$ cat config.mk
export PLATFORM = sky130hd
export DESIGN_NAME = spi_slave_rx
export DESIGN_NICKNAME = d
export VERILOG_FILES = /design/src/rtl/spi_slave_rx.sv
export SDC_FILE = /design/constraint.sdc
export NUM_CORES = 1
export LEC_CHECK = 0
export BUFFER_PORTS_ARGS = -buffer_cell sky130_fd_sc_hd__buf_2
export CORE_ASPECT_RATIO = 0.75
export CORE_MARGIN = 2
export CORE_UTILIZATION = 54
export DETAILED_ROUTE_END_ITERATION = 7
export PLACE_DENSITY = 0.79
export SETUP_SLACK_MARGIN = 0.15
export SYNTH_ARGS = -nofsm -noshare
export SYNTH_HDL_FRONTEND = slang
export SYNTH_SLANG_ARGS = --single-unit
$ cat constraint.sdc
create_clock -name clk -period 2.4 [get_ports clk]
set_input_delay 0.48 -clock clk [delete_from_list [all_inputs] [get_ports clk]]
set_output_delay 0.48 -clock clk [all_outputs]
set_load 0.005 [all_outputs]
$ cat src/rtl/spi_slave_rx.sv
// SPI mode-0 receive slave: oversampled pins, word assembly on rx_data/rx_valid,
// and a reply word shifted out on MISO, reloaded at each word boundary.
module spi_slave_rx #(
    parameter int unsigned P_DATA_W      = 8,
    parameter int unsigned P_SYNC_STAGES = 2,
    parameter int unsigned P_MSB_FIRST   = 1
) (
    input  logic                clk,
    input  logic                a_rst,
    input  logic                sclk,
    input  logic                cs_n,
    input  logic                mosi,
    output logic                miso,
    output logic                miso_oe,
    input  logic [P_DATA_W-1:0] tx_data,
    output logic [P_DATA_W-1:0] rx_data,
    output logic                rx_valid,
    output logic                frame_err,
    output logic                busy
);
    localparam int unsigned CNT_W = $clog2(P_DATA_W);
    localparam logic [CNT_W-1:0] LAST_BIT = CNT_W'(P_DATA_W - 1);

    typedef enum logic {IDLE, ACTIVE} state_t;

    logic [P_SYNC_STAGES-1:0] sclk_sync_q, sclk_sync_d;
    logic [P_SYNC_STAGES-1:0] cs_sync_q, cs_sync_d;
    logic [P_SYNC_STAGES-1:0] mosi_sync_q, mosi_sync_d;
    logic                     sclk_last_q, cs_last_q;
    logic                     sclk_s, cs_n_s, mosi_s;
    logic                     sclk_pe, sclk_ne, cs_fe, cs_re;

    state_t                state_q, state_d;
    logic [CNT_W-1:0]      bit_cnt_q, bit_cnt_d;
    logic [P_DATA_W-1:0]   tx_shift_q, tx_shift_d;
    logic [P_DATA_W-1:0]   rx_shift_q, rx_shift_d;
    logic [P_DATA_W-1:0]   rx_data_q, rx_data_d;
    logic                  rx_valid_q, rx_valid_d;
    logic                  frame_err_q, frame_err_d;
    logic                  miso_q, miso_d;
    logic                  miso_oe_q, miso_oe_d;
    logic                  busy_q, busy_d;
    logic [P_DATA_W-1:0]   rx_next;
    logic [CNT_W-1:0]      tx_idx;
    logic                  tx_first;

    always_comb begin
        sclk_sync_d = {sclk_sync_q[P_SYNC_STAGES-2:0], sclk};
        cs_sync_d   = {cs_sync_q[P_SYNC_STAGES-2:0], cs_n};
        mosi_sync_d = {mosi_sync_q[P_SYNC_STAGES-2:0], mosi};
    end

    always_ff @(posedge clk or posedge a_rst) begin
        if (a_rst) begin
            sclk_sync_q <= '0;
            cs_sync_q   <= '1;
            mosi_sync_q <= '0;
            sclk_last_q <= 1'b0;
            cs_last_q   <= 1'b1;
        end else begin
            sclk_sync_q <= sclk_sync_d;
            cs_sync_q   <= cs_sync_d;
            mosi_sync_q <= mosi_sync_d;
            sclk_last_q <= sclk_s;
            cs_last_q   <= cs_n_s;
        end
    end

    assign sclk_s  = sclk_sync_q[P_SYNC_STAGES-1];
    assign cs_n_s  = cs_sync_q[P_SYNC_STAGES-1];
    assign mosi_s  = mosi_sync_q[P_SYNC_STAGES-1];
    assign sclk_pe = sclk_s & ~sclk_last_q;
    assign sclk_ne = ~sclk_s & sclk_last_q;
    assign cs_fe   = ~cs_n_s & cs_last_q;
    assign cs_re   = cs_n_s & ~cs_last_q;

    // Shift toward the first-bit end so the first received bit lands at MSB or LSB.
    always_comb begin
        if (P_MSB_FIRST != 0) begin
            rx_next  = {rx_shift_q[P_DATA_W-2:0], mosi_s};
            tx_idx   = LAST_BIT - bit_cnt_q;
            tx_first = tx_data[P_DATA_W-1];
        end else begin
            rx_next  = {mosi_s, rx_shift_q[P_DATA_W-1:1]};
            tx_idx   = bit_cnt_q;
            tx_first = tx_data[0];
        end
    end

    // The reply is indexed by bit_cnt, so after a word wraps the next falling edge
    // naturally presents the first bit of the freshly reloaded word.
    always_comb begin
        state_d     = state_q;
        bit_cnt_d   = bit_cnt_q;
        tx_shift_d  = tx_shift_q;
        rx_shift_d  = rx_shift_q;
        rx_data_d   = rx_data_q;
        rx_valid_d  = 1'b0;
        frame_err_d = 1'b0;
        miso_d      = miso_q;
        miso_oe_d   = miso_oe_q;
        busy_d      = busy_q;
        case (state_q)
            IDLE: begin
                if (cs_fe) begin
                    state_d    = ACTIVE;
                    tx_shift_d = tx_data;
                    rx_shift_d = '0;
                    miso_d     = tx_first;
                    bit_cnt_d  = '0;
                    miso_oe_d  = 1'b1;
                    busy_d     = 1'b1;
                end
            end
            ACTIVE: begin
                if (cs_re) begin
                    state_d     = IDLE;
                    frame_err_d = (bit_cnt_q != '0);
                    miso_d      = 1'b0;
                    miso_oe_d   = 1'b0;
                    busy_d      = 1'b0;
                    bit_cnt_d   = '0;
                end else if (sclk_pe) begin
                    rx_shift_d = rx_next;
                    if (bit_cnt_q == LAST_BIT) begin
                        rx_data_d  = rx_next;
                        rx_valid_d = 1'b1;
                        bit_cnt_d  = '0;
                        tx_shift_d = tx_data;
                    end else begin
                        bit_cnt_d = bit_cnt_q + CNT_W'(1);
                    end
                end else if (sclk_ne) begin
                    miso_d = tx_shift_q[tx_idx];
                end
            end
            default: state_d = IDLE;
        endcase
    end

    always_ff @(posedge clk or posedge a_rst) begin
        if (a_rst) begin
            state_q     <= IDLE;
            bit_cnt_q   <= '0;
            tx_shift_q  <= '0;
            rx_shift_q  <= '0;
            rx_data_q   <= '0;
            rx_valid_q  <= 1'b0;
            frame_err_q <= 1'b0;
            miso_q      <= 1'b0;
            miso_oe_q   <= 1'b0;
            busy_q      <= 1'b0;
        end else begin
            state_q     <= state_d;
            bit_cnt_q   <= bit_cnt_d;
            tx_shift_q  <= tx_shift_d;
            rx_shift_q  <= rx_shift_d;
            rx_data_q   <= rx_data_d;
            rx_valid_q  <= rx_valid_d;
            frame_err_q <= frame_err_d;
            miso_q      <= miso_d;
            miso_oe_q   <= miso_oe_d;
            busy_q      <= busy_d;
        end
    end

    assign miso      = miso_q;
    assign miso_oe   = miso_oe_q;
    assign rx_data   = rx_data_q;
    assign rx_valid  = rx_valid_q;
    assign frame_err = frame_err_q;
    assign busy      = busy_q;
endmodule

Word-level counts from Yosys, hierarchy flattened
Cells that the tools add are included.

storage, ports and cells
  bits in registers = 39
  bits in latches = 0
  bits in writable memories = 0
  ROM bits = 0
  word-level logic and storage cells = 76
  memories = 0

cells by class
  add/sub/neg operators = 2
  $mul = 0
  div/mod/pow operators = 0
  magnitude comparators = 1
  equality and inequality tests = 9
  shift-type cells = 0
  multiplexer cells = 33
  bitwise logic cells = 10
  reductions and logical operators = 7

operator list
  operator                                                                  number
  8-bit 2-to-1 mux                                                          4
  7-bit 2-to-1 mux                                                          3
  8-bit one-hot mux with 2 select lines                                     1
  1-bit 2-to-1 mux                                                          15
  7-bit one-hot mux with 2 select lines                                     1
  3-bit 2-to-1 mux                                                          4
  3-bit inequality test (second input constant)                             3
  2-bit inequality test (second input constant)                             4
  4-bit AND reduction                                                       2
  1-bit NOT                                                                 6
  1-bit one-hot mux with 2 select lines                                     3
  3-bit one-hot mux with 2 select lines                                     1
  3-bit AND reduction                                                       2
  1-bit AND                                                                 4
  3-bit by 4-bit < comparator with 1-bit output (second input constant)     1
  2-bit AND reduction                                                       2
  3-bit by 1-bit adder with 3-bit output (second input constant)            1
  1-bit binary-select mux with 3-bit select                                 1
  3-bit == test (second input constant)                                     1
  3-bit nonzero test                                                        1
  3-bit subtractor (first input constant)                                   1
  2-bit by 1-bit inequality test with 1-bit output (second input constant)  1

Logic depth before layout (Yosys ltp)
  word-level depth = 7
  gate-level depth with buffers = 5
  depth with buffers taken out = 5

Worst setup path before layout
OpenSTA, ideal clock, no wires.

  path kind = register to register
  from = register cs_sync_q[1]
  to = register tx_shift_q[0]
  data arrival time = 1568 ps
  required time = 2275 ps
  setup slack = 707 ps
  cell stages (with the launch flop) = 5
  path buffers = 0
  cell sequence = dfstp_2 > nor2b_1 > nor3_4 > a21oi_2 > mux2_2

on the way
  longest elaborated chain between the ends = 4
  elaborated cells on any way between the ends = 6
  those cells by class = 2 x eq/ne; 3 x bitwise; 1 x reduce/logical

ends and longest elaborated chain
  element                                   line  RTL
  start, declared                           27    logic [P_SYNC_STAGES-1:0] cs_sync_q, cs_sync_d;
  start signal, assigned                    62    cs_sync_q <= cs_sync_d;
  1-bit NOT                                 74    assign cs_fe = ~cs_n_s & cs_last_q;
  1-bit AND                                 74
  2-bit inequality test (no source line)    n/a
  4-bit AND reduction (no source line) (*)  n/a
  end signal, assigned                      156   tx_shift_q <= tx_shift_d;
  end, declared                             35    logic [P_DATA_W-1:0] tx_shift_q, tx_shift_d;

Every way passes the cells marked *; elsewhere a longest branch is shown, timed or not.
A chain may end at the register's enable or synchronous reset.

Worst setup path in the final report
  from = register cs_sync_q[1]
  to = register tx_shift_q[1]

Same word-level chain as after synthesis.

==> reports/metrics.cfg <==
[routing]
drt_pass1_iterations = 4
dr_wl_met2_mm = 1.33
wl_met1_mm = 1.23
wl_per_cell_um = 15.3
dr_total_vias = 1030
via_per_inst = 5.57
highest_layer = met4
drtAntennaViolNets = 0
drt-total-wl_mm = 2.83
first_iter_violations = 131
drc = 0
wl_met3_um = 170

[timing]
period_needed_ps = 1980
fin_ws_ps = 425
max_freq_mhz = 506
finClkSkew_ps = 9.30
rsz0062_at_grt = false
finalHoldViolCount = 0
drv_slew = 0
relSlewSlack_pct = 59.7
fin_crit_sh_pct = 82.3
setup_viol = 0
tightest_slew_ps = 602
tns_ps = 0

[finish]
mostFrequentLayoutCell = dfrtp_1
syn2layout_area_growth_pct = 16.0
seq_area_sq_um = 980
multi_input_comb_area_sq_um = 582
drive_gt1_share_pct = 34.0
final_net_count = 162
insertedDiodeCount = 0
fin_cells = 185
fill_cells = 231
fin_util_pct = 64.6
layout_common_cells = dfrtp_1, buf_2, mux2_1

[synthesis]
seq_area_frac_synth_pct = 61.3
synthDistinctLibCells = 31
syn_inst = 117
yosysWarnings = 0
synth-seq-cells = 39
netlist_area_sq_mm = 0.00160
postSynthAreaPerCell_sq_um = 13.7
synth_nets = 133

[critical_path]
start_kind = flip-flop
reg2reg_slack_ps = 420
critPathLaunch = cs_sync_q[1]
cp.required_ps = 2570
cp_data_arrival_time_ps = 2150
crit-reg2reg-launch = cs_sync_q[1]
ff2ff_path_depth = 4
r2r_end = tx_shift_q[1]
worstPathMaxFanout = 10
end_kind = flip-flop
crit_type = flip-flop to flip-flop

[outcome]
status = finished, final reports clean

[die]
die_x_um = 66.8
core_sq_mm = 0.00287
row_count = 17
dieArea_sq_mm = 0.00342
ioPinCount = 26
die_h_um = 51.1
initial_utilization_pct = 55.7

[min_path]
min_path_type = primary input to asynchronous set/reset pin

[clock_tree]
clock-sinks = 39
post_cts_buffers = 0
cts.path.max_buffers = 2
path_clk_slew_ps = 80
cts_made_buffers = 5
hold_buffers = 0
cts_tree = built
clock_latency_ps = 300
h-tree-depth = 2
cts_resized = 0
root_buffer = clkbuf_8

[place]
io_buffers = 25
gp_congestion = 0.977
placed_cells = 177
dp_hpwl_mm = 1.99
pre_cts_slack_ps = 472

[global_route]
grt_pass1_wl_mm = 4.69
grt_remaining_overflow = 0
track_usage_pct = 19.8
antenna_found_initial = 0
grt_pass1_vias = 991
grt_max_degree = 40

[pwr]
vdd_drop_max_mv = 0.401
p_total_mw = 1.43
p_leak_nw = 0.911
pwr_density_cell_mw_per_mm2 = 769

[run]
cap_violations = 0

[cell type report]
class | count | area share [%]
Clock buffer | 6 | 4.45
Clock inverter | 2 | 0.877
Inverter | 4 | 0.809
Multi-Input combinational cell | 70 | 31.4
Sequential cell | 39 | 52.8
Tap cell | 38 | 2.56
Timing Repair Buffer | 26 | 7.15
[through the flow]
step | hold slack (ps) | instance area (sq um)
2_1_floorplan | 331 | 1600
3_3_place_gp | 333 | 1760
3_5_place_dp | 335 | 1760
4_1_cts | 270 | 1860
5_1_grt | 266 | 1860
6_report | 271 | 1860
[Yosys cell counts]
cell	instances	area (sq um)
a22o_1	7	61.3
nand2b_1	5	31.3
nor3_1	1	5.00
a21oi_1	4	20.0
inv_1	3	11.3
buf_4	1	7.51
a311oi_1	1	8.76
a21oi_2	1	8.76
and3_1	1	6.26
nand2_1	2	7.51
mux2_2	8	90.1
nand4_4	1	21.3
nor3_4	1	16.3
mux2i_1	1	10.0
o21ai_0	8	40.0
o2111ai_1	1	8.76
buf_2	3	15.0
mux2_1	9	101
nand3_1	1	5.00
a2bb2oi_1	1	8.76
o21a_1	1	7.51
nor2_1	6	22.5
nor2b_1	3	18.8
ha_1	3	37.5
o211ai_1	1	7.51
dfstp_2	3	78.8
dfrtp_1	36	901
a211o_1	1	8.76
inv_2	1	3.75
mux4_2	1	22.5
and2_1	1	6.26
[registers in the layout, summed over array words and instances, names as in the netlist]
signal,cells
bit_cnt_q,3
busy,1
cs_last_q,1
cs_sync_q,2
frame_err,1
miso,1
mosi_sync_q,2
rx_data,8
rx_shift_q,7
rx_valid,1
sclk_last_q,1
sclk_sync_q,2
state_q,1
tx_shift_q,8
[worst max-delay path, cell delays in order, from the launching register on]
cell	delay, ps
dfstp_2	580
nor2b_1	290
nor3_4	130
a21oi_2	440
mux2_2	410
[per-layer routing]
metal | track usage [%] | vias to the layer above
met2 | 28.5 | 29
met5 | 0 | -
met1 | 25.4 | 515
met4 | 10.5 | 0
met3 | 8.37 | 10
li1 | - | 476
[kinds of logic (layout without fill, tap and decap cells)]
family | count (synthesis) | after routing | synth area share (%)
flops | 39 | 39 | 61.3
compound gates | 26 | 26 | 11.3
simple gates | 22 | 22 | 8.76
mux | 19 | 19 | 14.0
buf+inv | 8 | 38 | 2.35
fa+ha+maj | 3 | 3 | 2.35
[report_power, final]
group	internal, mW	total (mW)	switching [mW]	leakage [nW]
combinational	0.0937	0.179	0.0848	0.370
clock	0.234	0.464	0.229	0.0474
sequential	0.726	0.786	0.0597	0.493
[how the worst max path moves through the flow]
stage | endpoint | cells after the start
floorplan | tx_shift_q[0] | 4
global placement | tx_shift_q[5] | 4
detailed placement | tx_shift_q[1] | 4
CTS | tx_shift_q[1] | 4
global route | tx_shift_q[1] | 4
finish | tx_shift_q[1] | 4
(Power assumes the default switching activity.)
